## src/rtl/hwpe_stream_split_buffered.sv

```systemverilog
// hwpe_stream_split_buffered
//   Splits one wide stream beat into NB_OUT_STREAMS narrow slices. Lane ii carries
//   bits [(ii+1)*DATA_WIDTH_OUT-1 : ii*DATA_WIDTH_OUT] of the input beat. Each beat
//   is held in a one-deep buffer. Every lane hands over its slice on its own
//   handshake, so the consumers do not need to be ready in the same cycle.
//
// Ports
//   clk_i, rst_ni   clock, asynchronous active-low reset
//   clear_i         synchronous soft clear; drops any buffered beat
//   push_*          wide sink stream (valid/ready/data/strb)
//   pop_*           NB_OUT_STREAMS narrow source streams, packed [lane][bits]
module hwpe_stream_split_buffered #(
    parameter int unsigned NB_OUT_STREAMS = 2,
    parameter int unsigned DATA_WIDTH_OUT = 32
) (
    input  logic                                              clk_i,
    input  logic                                              rst_ni,
    input  logic                                              clear_i,
    input  logic                                              push_valid_i,
    output logic                                              push_ready_o,
    input  logic [NB_OUT_STREAMS*DATA_WIDTH_OUT-1:0]          push_data_i,
    input  logic [NB_OUT_STREAMS*DATA_WIDTH_OUT/8-1:0]        push_strb_i,
    output logic [NB_OUT_STREAMS-1:0]                         pop_valid_o,
    input  logic [NB_OUT_STREAMS-1:0]                         pop_ready_i,
    output logic [NB_OUT_STREAMS-1:0][DATA_WIDTH_OUT-1:0]     pop_data_o,
    output logic [NB_OUT_STREAMS-1:0][DATA_WIDTH_OUT/8-1:0]   pop_strb_o
);

    localparam int unsigned STRB_OUT = DATA_WIDTH_OUT / 8;

    logic [NB_OUT_STREAMS-1:0][DATA_WIDTH_OUT-1:0] data_q;
    logic [NB_OUT_STREAMS-1:0][STRB_OUT-1:0]       strb_q;
    logic [NB_OUT_STREAMS-1:0]                     pending_q;
    logic [NB_OUT_STREAMS-1:0]                     done;
    logic                                          accept;

    // A new beat may enter when every still-pending lane completes this cycle,
    // giving one wide beat per cycle when all consumers are ready. Clear wins
    // over an accept by forcing ready low.
    assign done         = pending_q & pop_ready_i;
    assign push_ready_o = ~clear_i & ~(|(pending_q & ~done));
    assign accept       = push_valid_i & push_ready_o;

    // The buffer loads as a whole; the packed [lane][bits] layout matches the
    // flat input bit order, so lane ii picks up slice ii directly.
    always_ff @(posedge clk_i or negedge rst_ni) begin
        if (!rst_ni) begin
            data_q <= '0;
            strb_q <= '0;
        end else if (accept) begin
            data_q <= push_data_i;
            strb_q <= push_strb_i;
        end
    end

    // Per-lane pending flag: a reload takes precedence over that lane's own
    // completion, so back-to-back beats never lose a slice.
    for (genvar ii = 0; ii < NB_OUT_STREAMS; ii++) begin : g_lane
        always_ff @(posedge clk_i or negedge rst_ni) begin
            if (!rst_ni)
                pending_q[ii] <= 1'b0;
            else if (clear_i)
                pending_q[ii] <= 1'b0;
            else if (accept)
                pending_q[ii] <= 1'b1;
            else if (done[ii])
                pending_q[ii] <= 1'b0;
        end

        assign pop_valid_o[ii] = pending_q[ii];
        assign pop_data_o[ii]  = data_q[ii];
        assign pop_strb_o[ii]  = strb_q[ii];
    end

endmodule
```

## config.mk

```make
export PLATFORM = sky130hd
export DESIGN_NAME = hwpe_stream_split_buffered
export DESIGN_NICKNAME = d
export VERILOG_FILES = /design/src/rtl/hwpe_stream_split_buffered.sv
export SDC_FILE = /design/constraint.sdc
export NUM_CORES = 1
export LEC_CHECK = 0
export BUFFER_PORTS_ARGS = -buffer_cell sky130_fd_sc_hd__buf_2
export CAP_MARGIN = 20
export CELL_PAD_IN_SITES_DETAIL_PLACEMENT = 2
export CELL_PAD_IN_SITES_GLOBAL_PLACEMENT = 2
export CORE_ASPECT_RATIO = 1.1
export CORE_MARGIN = 2
export CORE_UTILIZATION = 32
export CTS_BUF_LIST = sky130_fd_sc_hd__clkbuf_4 sky130_fd_sc_hd__clkbuf_8 sky130_fd_sc_hd__clkbuf_16
export DETAILED_ROUTE_END_ITERATION = 10
export GPL_TIMING_DRIVEN = 0
export PLACE_DENSITY_LB_ADDON = 0.1
export SLEW_MARGIN = 10
export SYNTH_ARGS = -nofsm -noshare
export SYNTH_HDL_FRONTEND = slang
export SYNTH_SLANG_ARGS = --single-unit
```

## constraint.sdc

```tcl
create_clock -name clk_i -period 2.4 [get_ports clk_i]
set_input_delay 0 -clock clk_i [delete_from_list [all_inputs] [get_ports clk_i]]
set_output_delay 0 -clock clk_i [all_outputs]
set_load 0.1 [all_outputs]
```

== After elaboration in Yosys (flattened, before gate mapping) ==
Index checks and enable logic that the tools add are counted.

* Bits in registers: 74
* Word-level logic and storage cells: 22
* Output and inout port bits: 75

* Reductions and logical operators: 3
* Bitwise gates (word level): 7
* Multiplexer cells: 6

{| class="wikitable"
|+ Operators by type and width
! kind !! number
|-
| $mux W1 || 6
|-
| $reduce_bool A3 Y1 || 2
|-
| $and A2 B2 Y2 || 2
|-
| $and A1 B1 Y1 || 2
|-
| $not A1 Y1 || 2
|-
| $not A2 Y2 || 1
|-
| $reduce_or A2 Y1 || 1
|}

== Longest topological paths before layout ==
* Depth after elaboration: 9
* Mapped depth: 5

== Worst setup path before layout ==
No wires, ideal clock.

* Kind: flip-flop to output port
* Start: register pending_q[0], in the netlist pop_valid_o[0]
* End: output push_ready_o
* Arrival: 2.273 ns
* Data required time: 2.400 ns
* Stages on the path, launching flop included: 4
* Setup slack: 0.127 ns
* Cells stage by stage: dfrtp_1 -> nand2b_4 -> nand2_1 -> nor2_1

* Cells in the longest elaborated chain, start to end: 6

{| class="wikitable"
|+ Ends and longest elaborated chain
! item !! line !! text
|-
| from (decl) || 33 || <nowiki>logic [NB_OUT_STREAMS-1:0] pending_q;</nowiki>
|-
| from (signal, indexed assignment) || 61 || <nowiki>pending_q[ii] <= 1'b0;</nowiki>
|-
| from (signal, indexed assignment) || 63 || <nowiki>pending_q[ii] <= 1'b0;</nowiki>
|-
| from (signal, indexed assignment) || 65 || <nowiki>pending_q[ii] <= 1'b1;</nowiki>
|-
| $and A2 B2 Y2 || 40 || <nowiki>assign done = pending_q & pop_ready_i;</nowiki>
|-
| $not A2 Y2 || 41 || <nowiki>assign push_ready_o = ~clear_i & ~(|(pending_q & ~done));</nowiki>
|-
| $and A2 B2 Y2 * || 41 ||
|-
| $reduce_or A2 Y1 * || 41 ||
|-
| $not A1 Y1 * || 41 ||
|-
| $and A1 B1 Y1 * || 41 ||
|-
| to (decl) || 20 || <nowiki>output logic push_ready_o,</nowiki>
|}

Every way passes the cells marked *; elsewhere a longest branch is shown, timed or not.

== Worst setup path in the final report ==
* Start: register pending_q[0], in the netlist pop_valid_o[0]
* End: register pending_q[1], in the netlist pop_valid_o[1]

* Cells in the longest elaborated chain, start to end: 9

{| class="wikitable"
|+ Ends and longest elaborated chain
! item !! line !! text
|-
| $and A2 B2 Y2 || 40 ||
|-
| $not A2 Y2 || 41 ||
|-
| $and A2 B2 Y2 * || 41 ||
|-
| $reduce_or A2 Y1 * || 41 ||
|-
| $not A1 Y1 * || 41 ||
|-
| $and A1 B1 Y1 * || 41 ||
|-
| $and A1 B1 Y1 * || 42 || <nowiki>assign accept = push_valid_i & push_ready_o;</nowiki>
|-
| $mux W1 || 64 || <nowiki>else if (accept)</nowiki>
|-
| $mux W1 || 62 || <nowiki>else if (clear_i)</nowiki>
|}

Marks and branches as above.
A chain may end at the register's enable or synchronous reset.

==> implementation parameters <==
Parameter                              Value

Floorplanning
  Horizontal extent of the die    96.7 um
  Number of placed I/O pins    153
  Starting utilization of the core area    0.327
  Placeable core region    0.00926 mm^2
  Std cell rows    37
  Die Outline Area    0.0103 mm^2
  Die Y    106 um

Power and ir drop
  Cell internal pwr    2.65 mW
  Part of the power in combinational logic    0.523
  Switching fraction of total power    0.516
  Portion of total power attributed to sequential cells    0.301
  Leakage power    2.47 nW
  Relative contribution of the clock network to total power    0.176
  Switching power summed over all nets    2.82 mW
  Power density over the cells    1110 mW/mm^2
  Peak supply drop    0.000471 V

CTS
  Number of buffers inserted by post-CTS setup repair    0
  Clk Tree Root Cell    sky130_fd_sc_hd__clkbuf_8
  Clock latency on the worst-skew pair    0.34 ns
  H-Tree Depth    3
  Number of buffers inserted during clock tree synthesis    9
  Clk pin slew, worst setup/hold paths    0.07 ns
  Largest buffer count on any clock path    2
  Post-cts resize count    0
  Number of clock sinks seen by CTS    74
  Post-CTS Hold Fix Bufs    76
  Clock tree from TritonCTS    yes

Critical path
  Kind of end point of the critical path    flop
  Type of element launching the critical path    flop
  Data arrival time of the worst path    2.12 ns
  Critical setup path kind    reg2reg
  Critical-path maximum fanout    10
  Required time at the endpoint of the critical path    2.67 ns

Synthesis
  Number of flip-flops and latches in the synthesized netlist    74
  Synth unique cells    10
  Adder and majority cell fraction of the synthesized area    0
  Compound-Gate Fraction of Synth Area    0.00496
  Multiplexer share of the synthesized area    0.340
  Simple-gate share of the synthesized area    0.0161
  Yosys synthesis warning count    0
  Post-Syn Area per Cell    18.8 um^2
  Syn nets    239
  Cell area after synthesis    0.00303 mm^2
  Sequential-to-total area share from yosys stat    0.612
  Xor-xnor portion of the synthesized cell area    0
  Gate count after technology mapping    161
  Largest family of logic cells by synthesized area    multiplexers

Drt
  Via-per-instance ratio    4.40
  Total vias in the final route    2295
  Count of TritonRoute iterations in the first routing pass    3
  Mean routed wirelength per cell    17.9 um
  Final wirelength    9350 um
  Violation count after the first detailed-route iteration    40
  DRC viols    0
  Antenna Violating Nets Remaining    0

Global routing
  Number of antenna violations at the first check in global routing    0
  Maximum number of pins on one net before global-route repair    62
  Number of global-route vias before repair    2736
  Global-route wire length before repair    15300 um
  Overall global routing resource usage    0.192
  Residual overflow from global routing    0

Timing
  Setup TNS    0 ns
  Count of endpoints failing hold in the final timing report    0
  Setup violators final    0
  Final worst-path cycle share    0.771
  Highest clock rate    540 MHz
  Worst max-slew margin expressed relative to the limit    0.660
  Max-slew violation count    0
  Min Tclk post-route    1.85 ns
  Unrepaired setup endpoints after global routing    no
  Measured slew at the worst slew-check pin    0.514 ns
  Setup clock skew after layout    0.00726 ns

Min path
  Class of the tightest hold or removal check    in2async

Layout
  Number of antenna diodes    0
  Area overhead of the layout relative to synthesis    62.4%
  NumNets Final    479
  Post-route standard cell area excluding fillers    0.00492 mm^2
  Layout cell share with drive strength beyond 1    0.585
  Layout fillers    884

Placement
  Detail Placement HPWL    5740 um
  Area after detailed placement    0.00397 mm^2
  Total of buffers placed on input and output ports    152
  Placer Congestion    0.740

Outcome
  Run status    complete, no violations

Flow run
  Maximum Capacitance Violations    0
[state kept, by name (all words and copies together) (netlist names)]
register and count:
pop_strb_o 8, pop_valid_o 2, pop_data_o 64
[cells in the final DEF, fill, tap and decap left out, types with 2 or more instances in the layout]
| cell | n |
|---|---|
| sky130_fd_sc_hd__nand2b_4 | 2 |
| sky130_fd_sc_hd__clkbuf_8 | 10 |
| sky130_fd_sc_hd__buf_6 | 7 |
| sky130_fd_sc_hd__mux2_1 | 14 |
| sky130_fd_sc_hd__dlygate4sd3_1 | 76 |
| sky130_fd_sc_hd__mux2_4 | 58 |
| sky130_fd_sc_hd__buf_2 | 152 |
| sky130_fd_sc_hd__dfrtp_1 | 74 |
| sky130_fd_sc_hd__clkbuf_4 | 2 |
| sky130_fd_sc_hd__clkinv_2 | 2 |
| sky130_fd_sc_hd__o21bai_1 | 2 |
[cell usage after synthesis]
library cell	number	area, um^2
sky130_fd_sc_hd__dfrtp_1	74	1850
sky130_fd_sc_hd__mux2_4	58	871
sky130_fd_sc_hd__mux2_1	14	158
sky130_fd_sc_hd__buf_6	7	78.8
sky130_fd_sc_hd__nand2b_4	2	27.5
sky130_fd_sc_hd__o21bai_1	2	15.0
sky130_fd_sc_hd__and4b_4	1	13.8
sky130_fd_sc_hd__buf_2	1	5.00
sky130_fd_sc_hd__nand2_1	1	3.75
sky130_fd_sc_hd__nor2_1	1	3.75
[final timing paths]
path	cells past startpoint	slack, ns	end	from
min in group clk_i	4	0.31	pop_data_o[19]	push_valid_i
worst min register to register	1	0.49	pop_data_o[19]	pop_data_o[19]
max in group asynchronous	3	1.76	pop_data_o[29]	rst_ni
worst max-delay path	6	0.55	pop_valid_o[1]	pop_valid_o[0]
worst max register to register	6	0.55	pop_valid_o[1]	pop_valid_o[0]
worst min-delay path	2	0.07	pop_data_o[34]	rst_ni
[power groups by stage]
stage          clock [mW]  sequential, mW  combinational (mW)
2_1_floorplan           0            3.52               0.422
3_3_place_gp            0            1.64                2.74
3_5_place_dp            0            1.66                2.77
4_1_cts              1.01            1.64                2.87
5_1_grt              1.05            1.68                2.95
6_report            0.963            1.65                2.86
[cell families after synthesis]
kind of cell    count (synthesis)
flops                          74
mux                            72
buf+inv                         8
simple gates                    5
compound gates                  2
[area by class of cell]
| class | count | area (um^2) | share of cell area |
|---|---|---|---|
| flip-flops and latches | 74 | 1850 | 0.376 |
| repair buffers | 229 | 1550 | 0.315 |
| multi-input cells | 79 | 1090 | 0.222 |
| clock buffers | 12 | 153 | 0.0310 |
| well taps | 117 | 146 | 0.0298 |
| plain buffers | 8 | 83.8 | 0.0170 |
| clock inverters | 3 | 40.0 | 0.00814 |
[critical path, stage by stage (launching register included)]
cell,delay (ns)
sky130_fd_sc_hd__dfrtp_1,0.41
sky130_fd_sc_hd__nand2b_4,0.09
sky130_fd_sc_hd__and4b_4,0.25
sky130_fd_sc_hd__buf_6,0.17
sky130_fd_sc_hd__buf_6,0.18
sky130_fd_sc_hd__o21bai_1,0.12
sky130_fd_sc_hd__dlygate4sd3_1,0.56
[metrics by stage]
stage	util	hold slack, ns	instances	worst slack [ns]	power, mW
2_1_floorplan	-	-0.296	161	0.127	3.94
3_3_place_gp	0.425	0.216	430	0.776	4.38
3_5_place_dp	0.428	-0.118	431	0.836	4.42
4_1_cts	0.531	0.0403	522	0.545	5.52
5_1_grt	0.531	0.0813	522	0.443	5.68
6_report	0.531	0.0710	522	0.550	5.47
[metal layers]
layer  GRT usage  up-vias  part of all wire
met5           0        -                 0
met3      0.0487       11             0.053
li1            -     1042                 -
met4      0.0684        0             0.015
met2       0.352       90              0.55
met1       0.217     1152              0.38
Note: power is estimated with default switching activity, not from simulation.
